## config.mk

```make
export PLATFORM = sky130hd
export DESIGN_NAME = arb_mux
export DESIGN_NICKNAME = d
export VERILOG_FILES = /design/src/rtl/arb_mux.sv
export SDC_FILE = /design/constraint.sdc
export NUM_CORES = 1
export LEC_CHECK = 0
export CORE_AREA = 3 3 68 70
export DETAILED_ROUTE_END_ITERATION = 8
export DIE_AREA = 0 0 71 73
export PLACE_DENSITY = 0.77
export SYNTH_ARGS = -nofsm -noshare
export SYNTH_HDL_FRONTEND = slang
export SYNTH_SLANG_ARGS = --single-unit
```

## constraint.sdc

```tcl
create_clock -name clk -period 2.16 [get_ports clk]
set_input_delay 0.324 -clock clk [delete_from_list [all_inputs] [get_ports clk]]
set_output_delay 0.324 -clock clk [all_outputs]
set_load 0.01 [all_outputs]
```

## src/rtl/arb_mux.sv

```systemverilog
// -----------------------------------------------------------------------------
// arb_mux
//   N-channel valid/ready arbiter feeding a single registered output slot.
//   Each cycle at most one requesting channel is granted. The grant is taken
//   only when the slot is empty or is draining in the same cycle, so a
//   continuously ready downstream sees one beat per clock.
//
//   Arbitration policy (MODE):
//     0 : round-robin. The search starts at ptr and wraps. After a grant to g,
//         ptr moves to (g+1) mod N.
//     1 : fixed priority. The lowest requesting index wins and ptr stays 0.
//
// Ports
//   clk        single clock; all state changes on the rising edge
//   reset      asynchronous, active-high; clears the slot and the pointer
//   in_data    N*WIDTH; channel i data is in bits [i*WIDTH +: WIDTH]
//   in_valid   N; channel i offers a beat
//   in_ready   N; one-hot grant, all zero when nothing can be accepted
//   out_data   WIDTH; registered data of the selected beat
//   out_valid  out_data / out_sel hold a valid beat
//   out_ready  downstream accepts the beat when out_valid & out_ready
//   out_sel    SW; index of the channel out_data came from
// -----------------------------------------------------------------------------
module arb_mux #(
    parameter int WIDTH = 16,
    parameter int N     = 4,
    parameter int MODE  = 0,
    parameter int SW    = (N < 2) ? 1 : $clog2(N)
) (
    input  logic                 clk,
    input  logic                 reset,
    input  logic [N*WIDTH-1:0]   in_data,
    input  logic [N-1:0]         in_valid,
    output logic [N-1:0]         in_ready,
    output logic [WIDTH-1:0]     out_data,
    output logic                 out_valid,
    input  logic                 out_ready,
    output logic [SW-1:0]        out_sel
);

    // Adds an offset in [0, N) to a channel index, wrapping modulo N.
    // This also works when N is not a power of two.
    function automatic logic [SW-1:0] wrap_add(input logic [SW-1:0] base,
                                               input int              off);
        int sum;
        sum = int'(base) + off;
        if (sum >= N) begin
            sum = sum - N;
        end
        return SW'(sum);
    endfunction

    // Unpacked view of the flat input bus, so that channel selection is a
    // plain array index.
    logic [WIDTH-1:0] chan_data [N];

    for (genvar i = 0; i < N; i++) begin : g_unpack
        assign chan_data[i] = in_data[i*WIDTH +: WIDTH];
    end

    logic [SW-1:0] ptr;
    logic [SW-1:0] search_base;
    logic [SW-1:0] grant_idx;
    logic          grant_any;
    logic          can_load;
    logic          take;

    // In fixed-priority mode the search always starts at channel 0.
    assign search_base = (MODE == 1) ? '0 : ptr;

    // The slot can accept a new beat when it is empty or being drained now.
    assign can_load = !out_valid | out_ready;

    // Walks the search order from farthest to nearest. The last hit written
    // is therefore the first requester in search order, so no break flag is
    // needed.
    // NOTE: every signal assigned in always_comb gets a default first, so no
    // path leaves it unassigned and no latch is inferred.
    always_comb begin
        grant_any = 1'b0;
        grant_idx = '0;
        for (int k = N - 1; k >= 0; k--) begin
            if (in_valid[wrap_add(search_base, k)]) begin
                grant_any = 1'b1;
                grant_idx = wrap_add(search_base, k);
            end
        end
    end

    // Gating with reset keeps in_ready at zero for the whole time reset is
    // asserted, not only after the flops have cleared.
    assign take = grant_any & can_load & !reset;

    always_comb begin
        in_ready = '0;
        if (take) begin
            in_ready[grant_idx] = 1'b1;
        end
    end

    // NOTE: state flops use non-blocking assignments, so every flop samples
    // its inputs before any of them updates. This keeps simulation matching
    // hardware.
    always_ff @(posedge clk or posedge reset) begin
        if (reset) begin
            out_valid <= 1'b0;
            out_data  <= '0;
            out_sel   <= '0;
            ptr       <= '0;
        end else if (take) begin
            // This branch covers both a load into an empty slot and a
            // drain-and-replace in the same cycle.
            out_valid <= 1'b1;
            out_data  <= chan_data[grant_idx];
            out_sel   <= grant_idx;
            if (MODE == 0) begin
                ptr <= wrap_add(grant_idx, 1);
            end
        end else if (out_ready) begin
            // Drain with nothing to replace it. Data and sel keep their last
            // values.
            out_valid <= 1'b0;
        end
    end

endmodule

```

==> results.toml, run 1 <==
[run_status]
status = "finished clean"

[placed_design]
dp_cells = 325
place_ws_ns = -0.380
io_buffers = 93
placed_cell_area_um2 = 2550
gp_congestion = 0.847
dp_hpwl_um = 4150

[floorplanning]
coreArea_um2 = 4030
dieArea_um2 = 5180
rows = 23
die_w_um = 71
die_y_um = 73
initial_core_util = 0.357
io_pins = 94

[drt]
postRouteAntennaNets = 0
drc = 0
drtIter0Drc = 72
wl_per_cell_um = 17.1
num_vias = 1810
dr.pass1.iters = 4
totalWireLength_um = 5630
vias_per_cell = 5.48

[synth]
syn_inst = 174
ys_top_cells_by_area = "dfrtp_1 (37%), a22oi_1 (8.4%), nand3b_1 (8.4%), nand4_1 (7.0%), a21oi_1 (6.6%)"
yosysUniqueCellTypes = 34
yosys.area.top_type = "dfrtp_1"
yosysTopAreaCellShare = 0.366
ys_ff_latch = 21
synth_fp_nets = 245
seq_area_frac_synth = 0.366
ys_warn_count = 0
syn_avg_cell_area_um2 = 8.26
synth_area_um2 = 1440

[setup_path]
end_kind = "output port"
crit_path_max_incr_delay_ns = 0.51
crit_family = "simple AND/OR/NAND/NOR gates"
path_class = "in -> out"
reg2reg_from = "ptr[1]$_DFFE_PP0P_"
cp_max_fo = 5
crit_path_start = "in_valid[2]"
cp_slowest_cell = "or4_1"
cp.required_ns = 1.84
startpoint_type = "input port"
path_buf_inv = 2
worstPathArrival_ns = 1.76
path_cells = "dlygate4sd2_1 -> nor2b_1 -> or4_1 -> nand2_1 -> nor2_1 -> dlygate4sd2_1"
cpMostUsedCell = "dlygate4sd2_1"

[clocking]
cts-root-buf = "clkbuf_8"
clock_path_buffers = 2
clkTransAtPathRegs_ns = 0.08
cts-buffers-inserted = 3
clk_latency_ns = 0.27
htree_levels = 1
cts_sinks = 21
cts_tree = "built"

[sta]
max_slew_margin = 0.789
setup_viol = 0
fin_ws_ns = 0.0737
post-route-period-util = 0.966
fmax_mhz = 479
holdWs_ns = 0.477
hold_viol = 0
skew_ns = 0.000949
tightestPinTransition_ns = 0.314
finalCriticalPeriod_ns = 2.09
timing.setup.tns_ns = 0
slew_viol_final = 0
rsz0062_at_grt = "false"

[power_and_ir_drop]
p_leak_nw = 1.07
p_int_mw = 1.23
power.density_nw_per_um2 = 750
irDropWorstVdd_mv = 0.328
combPwrFrac = 0.552
clockPowerShare = 0.138
p_sw_frac = 0.372
seqPwrFrac = 0.310
switching_power_mw = 0.729

[final_layout]
layout.nets = 352
layout_common_cells = "clkdlybuf4s50_1 (85), buf_4 (24), dfrtp_1 (21)"
final_area_um2 = 2620
fin_cells = 330
area_growth_pct = 82.0
layout-drive-gt1-share = 0.136
mostFrequentLayoutCell = "clkdlybuf4s50_1"
n_antenna_cell = 0

[global_routing]
grt_use_total = 0.218
grt_pass1_vias = 1835
grt_max_degree = 23
antenna_found_initial = 0
grt_pass1_wl_um = 8940
overflow = 0

[min_path]
holdCritPathClass = "in -> async"

[job]
max_cap_violations = 0
Yosys cell counts (all sizes together):
cell	n
nand3b	16
o21ai	21
o21bai	1
a211oi	2
o2111a	1
o21a	1
or2	1
clkbuf	7
a211o	1
dfrtp	21
or4	1
nor2	5
a21oi	19
nor4	2
o22ai	1
or3	1
nor2b	4
o2bb2ai	1
nand3	16
a22oi	16
nand4	16
nand2	4
and3	1
inv	4
a221oi	1
buf	9
nor3	1
stage by stage:
| step | power, mW | util |
|---|---|---|
| floorplan | 1.10 | - |
| global placement | 1.67 | 0.633 |
| detailed placement | 1.68 | 0.633 |
| CTS | 1.96 | 0.648 |
| global route | 2.08 | 0.649 |
| finish | 1.96 | 0.649 |
worst paths after layout:
path                                                  to  slack (ns)  depth (start not counted)
worst max-delay path                         in_ready[0]        0.07                          6
min in group clk                  out_sel[0]$_DFFE_PP0P_        0.49                          2
max in group asynchronous       out_data[15]$_DFFE_PP0P_        1.20                          4
worst min register to register    out_sel[0]$_DFFE_PP0P_        0.49                          2
worst min-delay path               out_valid$_DFFE_PP0P_        0.48                          3
worst max register to register   out_data[4]$_DFFE_PP0P_        0.46                          5
sequential cells by signal (all words and copies together) (netlist names):
| register | count |
|---|---|
| out_data | 16 |
| out_sel | 2 |
| ptr | 2 |
| out_valid | 1 |
worst min-delay path: cells and delay by family:
family	cells	cell delay, ns
buf+inv	3	0.80
layer usage:
| layer | GRT usage | vias to the layer above | share of wire |
|---|---|---|---|
| met5 | 0 | - | 0 |
| met4 | 0.0418 | 0 | 0.0068 |
| met3 | 0.0441 | 5 | 0.082 |
| li1 | - | 881 | - |
| met1 | 0.276 | 833 | 0.42 |
| met2 | 0.388 | 91 | 0.50 |
cells by family (layout without fill, tap and decap cells):
family | count (synthesis) | after routing | synth area share
AOI/OAI and AO/OA | 65 | 65 | 0.278
and+or+nand+nor | 68 | 68 | 0.292
DFF | 21 | 21 | 0.366
buffers and inverters | 20 | 126 | 0.0653
power by group through the flow:
stage	Sequential, mW	Clock (mW)	Combinational, mW
detailed placement	0.609	0	1.08
global route	0.626	0.294	1.16
finish	0.609	0.270	1.08
CTS	0.606	0.274	1.08
floorplan	0.664	0	0.434
global placement	0.607	0	1.06
timing repair:
item,4_1_cts,5_1_grt
buffers inserted,1,0
endpoints found under the setup margin,4,2
pin swaps,3,1
hold endpoints to repair,0,0
resized for setup,11,2
hold buffers,0,0
final cells by class:
cell class	count	area, um2
Fill cell	353	1410
Timing Repair Buffer	118	1120
Multi-Input combinational cell	133	845
Sequential cell	21	526
Tap cell	50	62.6
Clock buffer	3	41.3
Inverter	4	15.0
Clock inverter	1	5.00
Note: power is estimated with default switching activity, not from simulation.
==> run 2, diff against run 1 <==
==> constraint.sdc (replaced) <==
create_clock -name clk -period 2.16 [get_ports clk]
set_input_delay 0.432 -clock clk [delete_from_list [all_inputs] [get_ports clk]]
set_output_delay 0.432 -clock clk [all_outputs]
set_load 0.01 [all_outputs]
==> results.toml, run 2 (same netlist as run 1, synthesis figures left out) <==
[sta]
skew_ns = 0.00312
finalCriticalPeriod_ns = 2.10
fmax_mhz = 475
tightestPinTransition_ns = 0.305
hold_viol = 0
setup_viol = 0
slew_viol_final = 0
holdWs_ns = 0.496
max_slew_margin = 0.795
post-route-period-util = 0.974

[final_layout]
layout_common_cells = "clkdlybuf4s50_1 (85), buf_4 (29), dfrtp_1 (21)"
largest_reg_flops = 16
n_antenna_cell = 0
layout-drive-gt1-share = 0.186
mostFrequentLayoutCell = "clkdlybuf4s50_1"
regMostFlops = "out_data"
layout.nets = 357
area_growth_pct = 84.8
reg_top3 = "out_data (16), out_sel (2), ptr (2)"

[floorplanning]
coreArea_um2 = 4030
dieArea_um2 = 5180
io_pins = 94
die_w_um = 71
die_y_um = 73
rows = 23
initial_core_util = 0.357

[clocking]
cts_tree = "built"
cts-buffers-inserted = 3
clkTransAtPathRegs_ns = 0.08
cts_hold_buf = 0
clock_path_buffers = 2
clk_latency_ns = 0.26
cts_sinks = 21
cts-root-buf = "clkbuf_8"
htree_levels = 1

[setup_path]
worstPathArrival_ns = 1.67
path_class = "in -> out"
cp.required_ns = 1.73
cp_max_fo = 4
end_kind = "output port"
startpoint_type = "input port"

[power_and_ir_drop]
power.density_nw_per_um2 = 751
p_leak_nw = 1.08
irDropWorstVdd_mv = 0.342
power_mw = 1.99

[drt]
totalWireLength_um = 6010
num_vias = 1888
postRouteAntennaNets = 0
vias_per_cell = 5.64
drc = 0
wl_per_cell_um = 17.9
drtIter0Drc = 120
dr.pass1.iters = 4

[run_status]
status = "finished clean"

[global_routing]
grt_pass1_vias = 1944
overflow = 0
use_met1 = 0.285
grt.met3_usage = 0.0468
met2_usage = 0.390
grt_use_total = 0.227
grt_max_degree = 23
busiest_layer = "met2"
grt_pass1_wl_um = 9320
antenna_found_initial = 0

[job]
max_cap_violations = 0

[placed_design]
dp_hpwl_um = 4240
io_buffers = 93
gp_congestion = 0.818

[min_path]
holdCritPathClass = "reg -> reg"
==> run 2: changes by cell type in the layout (fill, tap and decap cells not counted), sizes merged <==
cell           previous run  this run
buf                      25        34
clkbuf                    3         4
clkdlybuf4s15             1         2
clkinv                    1         0
dlygate4sd2               7         2
==> run 2: power by group <==
part / internal (mW) / switching, mW / leakage, nW
logic: 0.598 / 0.521 / 0.802
clock network: 0.131 / 0.134 / 0.0228
registers: 0.525 / 0.0847 / 0.257
==> run 2: routing by layer <==
layer  part of all wire  wire [um]
met4              0.022        131
met3              0.080        478
met5                  0          0
met2               0.48       2870
met1               0.42       2520
==> run 2: path summary, 6_finish.rpt <==
kind / startpoint / end / slack (ns) / cells after the start
min in group asynchronous: reset / out_valid$_DFFE_PP0P_ / 0.62 / 3
hold reg to reg: out_sel[1]$_DFFE_PP0P_ / out_sel[1]$_DFFE_PP0P_ / 0.50 / 2
max in group asynchronous: reset / out_data[4]$_DFFE_PP0P_ / 1.04 / 4
hold / removal: out_sel[1]$_DFFE_PP0P_ / out_sel[1]$_DFFE_PP0P_ / 0.50 / 2
setup reg to reg: ptr[1]$_DFFE_PP0P_ / out_data[4]$_DFFE_PP0P_ / 0.22 / 10
setup / recovery: out_ready / in_ready[3] / 0.06 / 5
==> run 2: timing repair <==
action	4_1_cts	5_1_grt
resized for setup	28	5
buffers inserted	6	0
setup endpoints to repair	4	13
pin swaps	4	4
==> run 2: cell type report <==
cell class | instances | area [um2]
timing repair buffer | 123 | 1150
multi-input combinational | 133 | 861
clock buffer | 4 | 45.0
sequential | 21 | 526
tap | 50 | 62.6
fill | 343 | 1370
inverter | 4 | 15.0
==> run 2: metrics by stage <==
| step | worst slack, ns | instances | util | cell area, um2 | setup TNS (ns) |
|---|---|---|---|---|---|
| after CTS | 0.00493 | 335 | 0.661 | 2660 | 0 |
| after global placement | -0.541 | 325 | 0.633 | 2550 | -4.04 |
| after global routing | -0.00201 | 335 | 0.659 | 2660 | -0.00201 |
| final | 0.0553 | 335 | 0.659 | 2660 | 0 |
| after detailed placement | -0.585 | 325 | 0.633 | 2550 | -4.49 |
| after floorplan | 0.257 | 174 | - | 1440 | 0 |
==> run 2: critical path: stages <==
cell,delay [ns]
clkdlybuf4s50_1,0.47
nor2b_2,0.06
nor3_2,0.24
o2111a_1,0.31
buf_2,0.16
